--- config.mk ---
export PLATFORM = sky130hd
export DESIGN_NAME = pc_sequencer
export DESIGN_NICKNAME = d
export VERILOG_FILES = /design/src/rtl/pc_sequencer.sv
export SDC_FILE = /design/constraint.sdc
export NUM_CORES = 1
export LEC_CHECK = 0
export ABC_AREA = 0
export CELL_PAD_IN_SITES_DETAIL_PLACEMENT = 2
export CELL_PAD_IN_SITES_GLOBAL_PLACEMENT = 2
export CORE_UTILIZATION = 27
export CTS_CLUSTER_DIAMETER = 50
export DETAILED_ROUTE_END_ITERATION = 10
export GPL_TIMING_DRIVEN = 1
export HOLD_SLACK_MARGIN = 0.03
export PLACE_DENSITY_LB_ADDON = 0.1
export SYNTH_ARGS = -nofsm -noshare
export SYNTH_HDL_FRONTEND = slang
export SYNTH_SLANG_ARGS = --single-unit
--- constraint.sdc ---
create_clock -name i_clk -period 2.46 [get_ports i_clk]
set_input_delay 0.738 -clock i_clk [delete_from_list [all_inputs] [get_ports i_clk]]
set_output_delay 0.738 -clock i_clk [all_outputs]
set_load 0.01 [all_outputs]
--- src/rtl/pc_sequencer.sv ---
// Fetch-stage program counter. It advances by 4, takes redirects, exception entry and eret,
// holds one redirect that arrives during a stall, and flags misaligned or out-of-window PCs.
module pc_sequencer #(
  parameter int unsigned      WIDTH    = 32,
  parameter logic [WIDTH-1:0] RESET_PC = 32'h3000,
  parameter logic [WIDTH-1:0] LOW      = 32'h3000,
  parameter logic [WIDTH-1:0] HIGH     = 32'h4ffc,
  parameter logic [WIDTH-1:0] HANDLER  = 32'h4180
) (
  input  logic             i_clk,
  input  logic             i_reset,
  input  logic             i_stall,
  input  logic             i_redirect_valid,
  input  logic [WIDTH-1:0] i_redirect_target,
  input  logic             i_exc_enter,
  input  logic             i_eret,
  input  logic [WIDTH-1:0] i_epc,
  output logic [WIDTH-1:0] o_pc,
  output logic             o_pc_fault,
  output logic             o_pending
);

  typedef enum logic {StRun, StHeld} state_e;

  localparam logic [WIDTH-1:0] PcStep = WIDTH'(4);

  state_e           r_state;
  logic [WIDTH-1:0] r_pc;
  logic [WIDTH-1:0] r_pend_target;

  // Branch order encodes the next-PC priority; a stall only blocks the lower branches.
  always_ff @(posedge i_clk) begin
    if (i_reset) begin
      r_pc          <= RESET_PC;
      r_pend_target <= '0;
      r_state       <= StRun;
    end else if (i_exc_enter) begin
      r_pc    <= HANDLER;
      r_state <= StRun;
    end else if (i_eret) begin
      r_pc    <= i_epc;
      r_state <= StRun;
    end else if (i_stall) begin
      if (i_redirect_valid) begin
        r_pend_target <= i_redirect_target;
        r_state       <= StHeld;
      end
    end else if (i_redirect_valid) begin
      r_pc    <= i_redirect_target;
      r_state <= StRun;
    end else if (r_state == StHeld) begin
      r_pc    <= r_pend_target;
      r_state <= StRun;
    end else begin
      r_pc <= r_pc + PcStep;
    end
  end

  logic w_misaligned;
  logic w_out_of_range;

  assign w_misaligned   = (r_pc[1:0] != 2'b00);
  assign w_out_of_range = (r_pc < LOW) || (r_pc > HIGH);

  assign o_pc       = r_pc;
  assign o_pc_fault = w_misaligned || w_out_of_range;
  assign o_pending  = (r_state == StHeld);

endmodule
==> metrics.yaml, run 1 <==
detailed_routing:
  wl_mm: 18.7
  wl_per_cell_um: 22.1
  dr.pass1.iters: 5
  vias: 4672
  drtIter0Drc: 251
  drc: 0
  viasPerCell: 5.52
  ant_nets: 0
grt:
  gr-usage-all-layers: 0.267
  grt_pass1_wl_mm: 29.1
  antenna_found_initial: 0
  grt_pass1_vias: 5068
  grt_max_degree: 37
  grt_overflow: 0
setup_path:
  endpoint_kind: "primary output"
  critPathLaunch: "o_pc[26]$_SDFFE_PP0P_"
  path_class: "reg -> out"
  r2r_end: "o_pc[26]$_SDFFE_PP0P_"
  regToRegStartpoint: "o_pc[10]$_SDFFE_PP0P_"
  setup.worst_path.start_class: "flip-flop"
  ff2ff_path_depth: 6
  crit_fanout: 2
  arrival_ns: 1.71
  r2r_slack_ns: 0.29
  critPathRequiredTime_ns: 1.72
die:
  rows: 42
  die-area_um2: 14500
  die_w_um: 120
  fp.coreArea_um2: 13500
  fp.dieH_um: 120
  io_pins: 104
  start_util: 0.282
logic_synthesis:
  yosysUniqueCellTypes: 55
  synth-main-ff-cell: "dfxtp_1"
  synth_edf_count: 0
  syn_area_um2: 3790
  avgSynthCellArea_um2: 7.50
  synth_nets: 576
  async_flop_share: 0
  ys_warn_count: 0
  ys_ff_latch: 65
  ys_seq_area_frac: 0.343
  synth_cells: 505
cells_and_area:
  fin_nets: 736
  nFillCells: 1593
  multiInputGateArea_um2: 2280
  n_antenna_cell: 0
  layout_common_cells: "clkdlybuf4s50_1, nand2_1, buf_4, dfxtp_1, a21oi_1"
  final_common_cell: "clkdlybuf4s50_1"
  drive_gt1_frac: 0.184
  area.growth.synth_to_final_pct: 54.7
  seqCellArea_um2: 1300
  final_cells: 846
  finish.instance_area_um2: 5860
power_and_ir_drop:
  power_leakage_nw: 2.15
  power_density_nw_per_um2: 528
  max-vdd-ir-drop_uv: 305
sta:
  setup-violations-final: 0
  period_share: 0.997
  slew_violations: 0
  finalCriticalPeriod_ns: 2.45
  slew-limit-headroom: 0.593
  hold_viol: 0
  setup_tns_ns: 0
  clock-skew-final_ns: 0.00597
  fmax_mhz: 408
  max_slew.worst_pin.slew_ns: 0.606
  rsz0062_at_grt: "no"
min_path:
  worstHoldEndpoint: "r_pend_target[25]$_SDFFE_PP0P_"
  whs_path_depth: 2
  min_path_type: "reg -> reg"
  worstHoldStart: "r_pend_target[25]$_SDFFE_PP0P_"
clocking:
  clk_pin_slew_ns: 0.06
  cts_buffers: 9
  postCtsSetupRepairBufs: 0
  cts_buffer_depth: 2
  ctsResizeCount: 8
  hold_buffers: 0
  insertion_delay_ns: 0.34
  htree_levels: 3
  cts_tree: "yes"
  cts.sinks: 65
  root_buffer: "clkbuf_16"
outcome:
  status: "complete, no violations"
placement:
  dp_hpwl_mm: 14.3
  placed_area_um2: 5550
  gp_congestion: 0.840
  port_buffers: 103
  post-place-cells: 830
run:
  maxCapViolations: 0
==> logic make-up (layout without fill, tap and decap cells) <==
family | count (synthesis) | count (layout) | synth area share
AO/OA/AOI/OAI | 169 | 169 | 0.292
XOR/XNOR | 13 | 13 | 0.0300
adder cells (fa/ha/maj) | 1 | 1 | 0.00330
buffers and inverters | 51 | 216 | 0.0591
flip-flops | 65 | 65 | 0.343
multiplexers | 5 | 5 | 0.0132
AND/OR/NAND/NOR | 201 | 201 | 0.259
==> routing by layer <==
metal,wire (µm),vias up,part of all wire,global-route usage
met5,0,-,0,0
met4,206,0,0.011,0.0594
met3,920,18,0.049,0.0590
met2,8880,131,0.47,0.440
met1,8720,2345,0.47,0.354
li1,-,2178,-,-
==> flip-flops by register name, summed over array words and instances, names as in the netlist, named ones only <==
name           count
r_pend_target     32
o_pc              30
o_pending          1
==> synthesized netlist by cell type, types with 2 or more instances <==
cell type	instances	area share
a211oi_1	2	0.0040
a21oi_1	56	0.074
a221o_1	5	0.013
a221oi_1	18	0.042
a22o_1	2	0.0046
a22oi_1	2	0.0040
a2bb2oi_1	3	0.0069
a31oi_1	7	0.012
a32o_1	2	0.0053
and3_1	4	0.0066
and4_1	3	0.0069
buf_1	3	0.0030
buf_4	3	0.0059
clkbuf_1	31	0.031
clkbuf_2	2	0.0026
dfxtp_1	65	0.34
inv_1	9	0.0089
mux2i_1	5	0.013
nand2_1	90	0.089
nand2b_1	6	0.0099
nand3_1	17	0.022
nand4_1	6	0.0099
nor2_1	29	0.029
nor3_1	16	0.021
nor4_1	11	0.018
nor4_4	3	0.017
o211ai_1	12	0.024
o21a_1	2	0.0040
o21ai_0	29	0.038
o221ai_1	2	0.0046
o22ai_1	7	0.012
o2bb2ai_1	2	0.0046
o31a_2	3	0.0079
o31ai_1	8	0.016
or2_2	4	0.0066
or3_1	6	0.0099
xnor2_1	5	0.012
xor2_1	8	0.018
==> per-stage QoR <==
step / util / setup WS (ns) / total power [mW] / hold slack, ns
after floorplan: - / 0.261 / 1.39 / 0.431
after global placement: 0.413 / -0.0643 / 1.76 / 0.441
after detailed placement: 0.413 / -0.196 / 1.78 / 0.454
after CTS: 0.436 / 0.0302 / 3.12 / 0.463
after global routing: 0.436 / 0.00632 / 3.20 / 0.480
final: 0.436 / 0.00816 / 3.09 / 0.461
==> worst max path at each step <==
stage,to,slack [ns],cells past startpoint
3_5_place_dp,o_pc[7]$_SDFFE_PP0P_,-0.20,6
5_1_grt,o_pc_fault,0.006,8
4_1_cts,o_pc_fault,0.03,8
2_1_floorplan,o_pc[5]$_SDFFE_PP0P_,0.26,7
3_3_place_gp,o_pc[23]$_SDFFE_PP0P_,-0.06,5
6_report,o_pc_fault,0.008,4
==> critical path, stage by stage (launching register included) <==
cell     delay (ns)
dfxtp_1        0.32
nor4_1         0.56
and3_1         0.25
nand4_1        0.08
buf_2          0.17
==> cell type report <==
class	count	share of cell area
multi-input cells	389	0.390
repair buffers	191	0.294
flip-flops and latches	65	0.222
clock buffers	11	0.0414
well taps	176	0.0376
clock inverters	5	0.00939
inverters	9	0.00576
==> where the power goes <==
group          internal, mW  total, mW  switching (mW)
registers              1.09       1.13          0.0400
clock network         0.809       1.33           0.517
logic                 0.320      0.633           0.314
total                  2.22       3.09           0.870
Note: power is estimated with default switching activity, not from simulation.
==> run 2: changes to the inputs <==
CORE_UTILIZATION = 29   (was 27)
PLACE_DENSITY = 0.95   (was not set)
PLACE_DENSITY_LB_ADDON = not set   (was 0.1)
clock period = 3 ns   (was 2.46 ns; I/O delays follow)
==> run 2 against run 1 <==
  * Sequential cell count did not move
  * Via count is 1.1% higher
  * Design area shrank 7.2%
==> metrics.yaml, run 2 (same netlist as run 1, synthesis figures left out) <==
outcome:
  status: "complete, no violations"
setup_path:
  regToRegStartpoint: "o_pc[4]$_SDFFE_PP0P_"
  critical_path.max_stage_delay_ns: 0.35  # -0.21 ns
  setup.worst_path.start_class: "flip-flop"
  critPathRequiredTime_ns: 2.10  # +0.38 ns
  r2r_end: "o_pc[27]$_SDFFE_PP0P_"
  arrival_ns: 1.90  # +0.19 ns
  path_class: "reg -> out"
  crit_path_top_delay_cell: "dfxtp_2"
  crit_fanout: 6  # +4
  ff2ff_path_depth: 5  # -1
  r2r_slack_ns: 0.63  # +0.34 ns
  endpoint_kind: "primary output"
  path_cells: "ha_1 > nand3_1 > nor3_2 > o21a_1 > o31ai_1 > nand4_1 > dlygate4sd2_1"
die:
  fp.dieH_um: 116  # -3.5%
  die_w_um: 116  # -3.5%
  fp.coreArea_um2: 12700  # -5.8%
  io_pins: 104  # unchanged
  rows: 41  # -2.4%
  die-area_um2: 13500  # -6.8%
  start_util: 0.299  # +0.0174
detailed_routing:
  wl_per_cell_um: 26.6  # +20%
  drtIter0Drc: 356  # +42%
  vias: 4722  # +1.1%
  drc: 0  # unchanged
  ant_nets: 0  # unchanged
  viasPerCell: 6.04  # +9.3%
  wl_mm: 20.8  # +11%
  dr.pass1.iters: 5  # unchanged
grt:
  gr-usage-met3: 0.0597  # +0.000716
  met1_usage: 0.388  # +0.0340
  grt_overflow: 0  # unchanged
  antenna_found_initial: 0  # unchanged
  use_met2: 0.537  # +0.0965
  top_usage_layer: "met2"
  grt_max_degree: 41  # +11%
  grt_pass1_vias: 5095  # +0.53%
  gr-usage-all-layers: 0.320  # +0.0532
  grt_pass1_wl_mm: 31.4  # +8.1%
placement:
  gp_congestion: 0.921  # +9.7%
  port_buffers: 103  # unchanged
  placed_area_um2: 5090  # -8.3%
  dp_hpwl_mm: 14.0  # -1.9%
clocking:
  cts_buffer_depth: 2  # unchanged
  insertion_delay_ns: 0.35  # about the same
  cts_tree: "yes"
  hold_buffers: 0  # unchanged
  cts.sinks: 65  # unchanged
  cts_buffers: 9  # unchanged
  clk_pin_slew_ns: 0.06  # about the same
  htree_levels: 3  # unchanged
  root_buffer: "clkbuf_16"
sta:
  rsz0062_at_grt: "no"
  max_slew.worst_pin.slew_ns: 0.630  # +0.0243 ns
  hold_viol: 0  # unchanged
  fmax_mhz: 357
  setup-violations-final: 0  # unchanged
  slew-limit-headroom: 0.580  # -0.0125
  clock-skew-final_ns: 0.00892  # +0.00295 ns
  period_share: 0.932
  slew_violations: 0  # unchanged
  finalCriticalPeriod_ns: 2.80
cells_and_area:
  layout_common_cells: "clkdlybuf4s50_1, nand2_1, dfxtp_1, a21oi_1, o21ai_0"
  finish.instance_area_um2: 5440  # -7.2%
  n_antenna_cell: 0  # unchanged
  regMostFlops: "r_pend_target"
  fin_nets: 676  # -8.2%
  final_common_cell: "clkdlybuf4s50_1"
  drive_gt1_frac: 0.103  # -0.0803
  nFillCells: 1431  # -10%
  area.growth.synth_to_final_pct: 43.5
  largest_register_ffs: 32  # unchanged
power_and_ir_drop:
  max-vdd-ir-drop_uv: 267  # -12%
  power_density_nw_per_um2: 480  # -9.0%
  power_leakage_nw: 1.88  # -13%
  p_total_mw: 2.61  # -16%
min_path:
  whs_path_depth: 2  # unchanged
  worstHoldEndpoint: "r_pend_target[25]$_SDFFE_PP0P_"
  min_path_type: "reg -> reg"
  worstHoldStart: "r_pend_target[25]$_SDFFE_PP0P_"
run:
  maxCapViolations: 0  # unchanged
run 2: cell count changes in the layout (fill, tap and decap cells not counted), sizes merged:
cell	previous run	this run
clkinvlp	2	1
bufinv	1	2
dlygate4sd2	0	1
buf	89	28
run 2: stage by stage:
step                TNS [ns]   util  cells  hold WS [ns]  worst slack, ns
floorplan                  0      -    505         0.431            0.639
global placement           0  0.402    765         0.440           0.0592
detailed placement    -0.145  0.402    765         0.454           -0.145
CTS                        0  0.429    782         0.465            0.137
global route               0  0.429    782         0.489            0.116
finish                     0  0.429    782         0.466            0.203
run 2: worst max path at each step:
stage                    startpoint                   end  slack [ns]  cells after the start
2_1_floorplan           i_exc_enter  o_pc[5]$_SDFFE_PP0P_        0.64                      7
3_3_place_gp                 i_eret  o_pc[7]$_SDFFE_PP0P_        0.06                      6
3_5_place_dp                 i_eret  o_pc[7]$_SDFFE_PP0P_       -0.14                      6
4_1_cts                      i_eret  o_pc[7]$_SDFFE_PP0P_        0.14                      6
5_1_grt        o_pc[2]$_SDFFE_PP0P_            o_pc_fault        0.12                      7
6_report       o_pc[2]$_SDFFE_PP0P_            o_pc_fault        0.20                      7
run 2: what timing repair did:
item,in CTS,in global routing
gates resized for setup,4,1
gates cloned,0,0
setup endpoints to repair,1,1
setup buffers,1,0
pin swaps,1,0
run 2: final cells by class:
cell class / instances / area [µm²] / area share
sequential: 65 / 1300 / 0.240
clock inverter: 5 / 77.6 / 0.0143
tap: 172 / 215 / 0.0396
timing repair buffer: 131 / 1280 / 0.235
inverter: 9 / 33.8 / 0.00621
multi-input combinational: 389 / 2280 / 0.419
clock buffer: 11 / 253 / 0.0465
run 2: layer usage:
layer  wire length (µm)  share of wire  up-vias
li1                   -              -     2062
met1               8390           0.40     2370
met2              10100           0.49      226
met3               1370          0.066       64
met4                921          0.044        0
met5                  0              0        -
run 2: critical path: cells and delay by family, from the launching register on:
family                   cells  cell delay [ns]
AO/OA/AOI/OAI                2             0.31
adder cells (fa/ha/maj)      1             0.23
buffers and inverters        1             0.31
flip-flops                   1             0.35
AND/OR/NAND/NOR              3             0.35
run 2: where the power goes:
| part | internal, mW | switching (mW) | leakage [nW] |
|---|---|---|---|
| combinational | 0.220 | 0.254 | 1.18 |
| clock | 0.770 | 0.422 | 0.162 |
| sequential | 0.898 | 0.0476 | 0.531 |
| total | 1.89 | 0.724 | 1.88 |
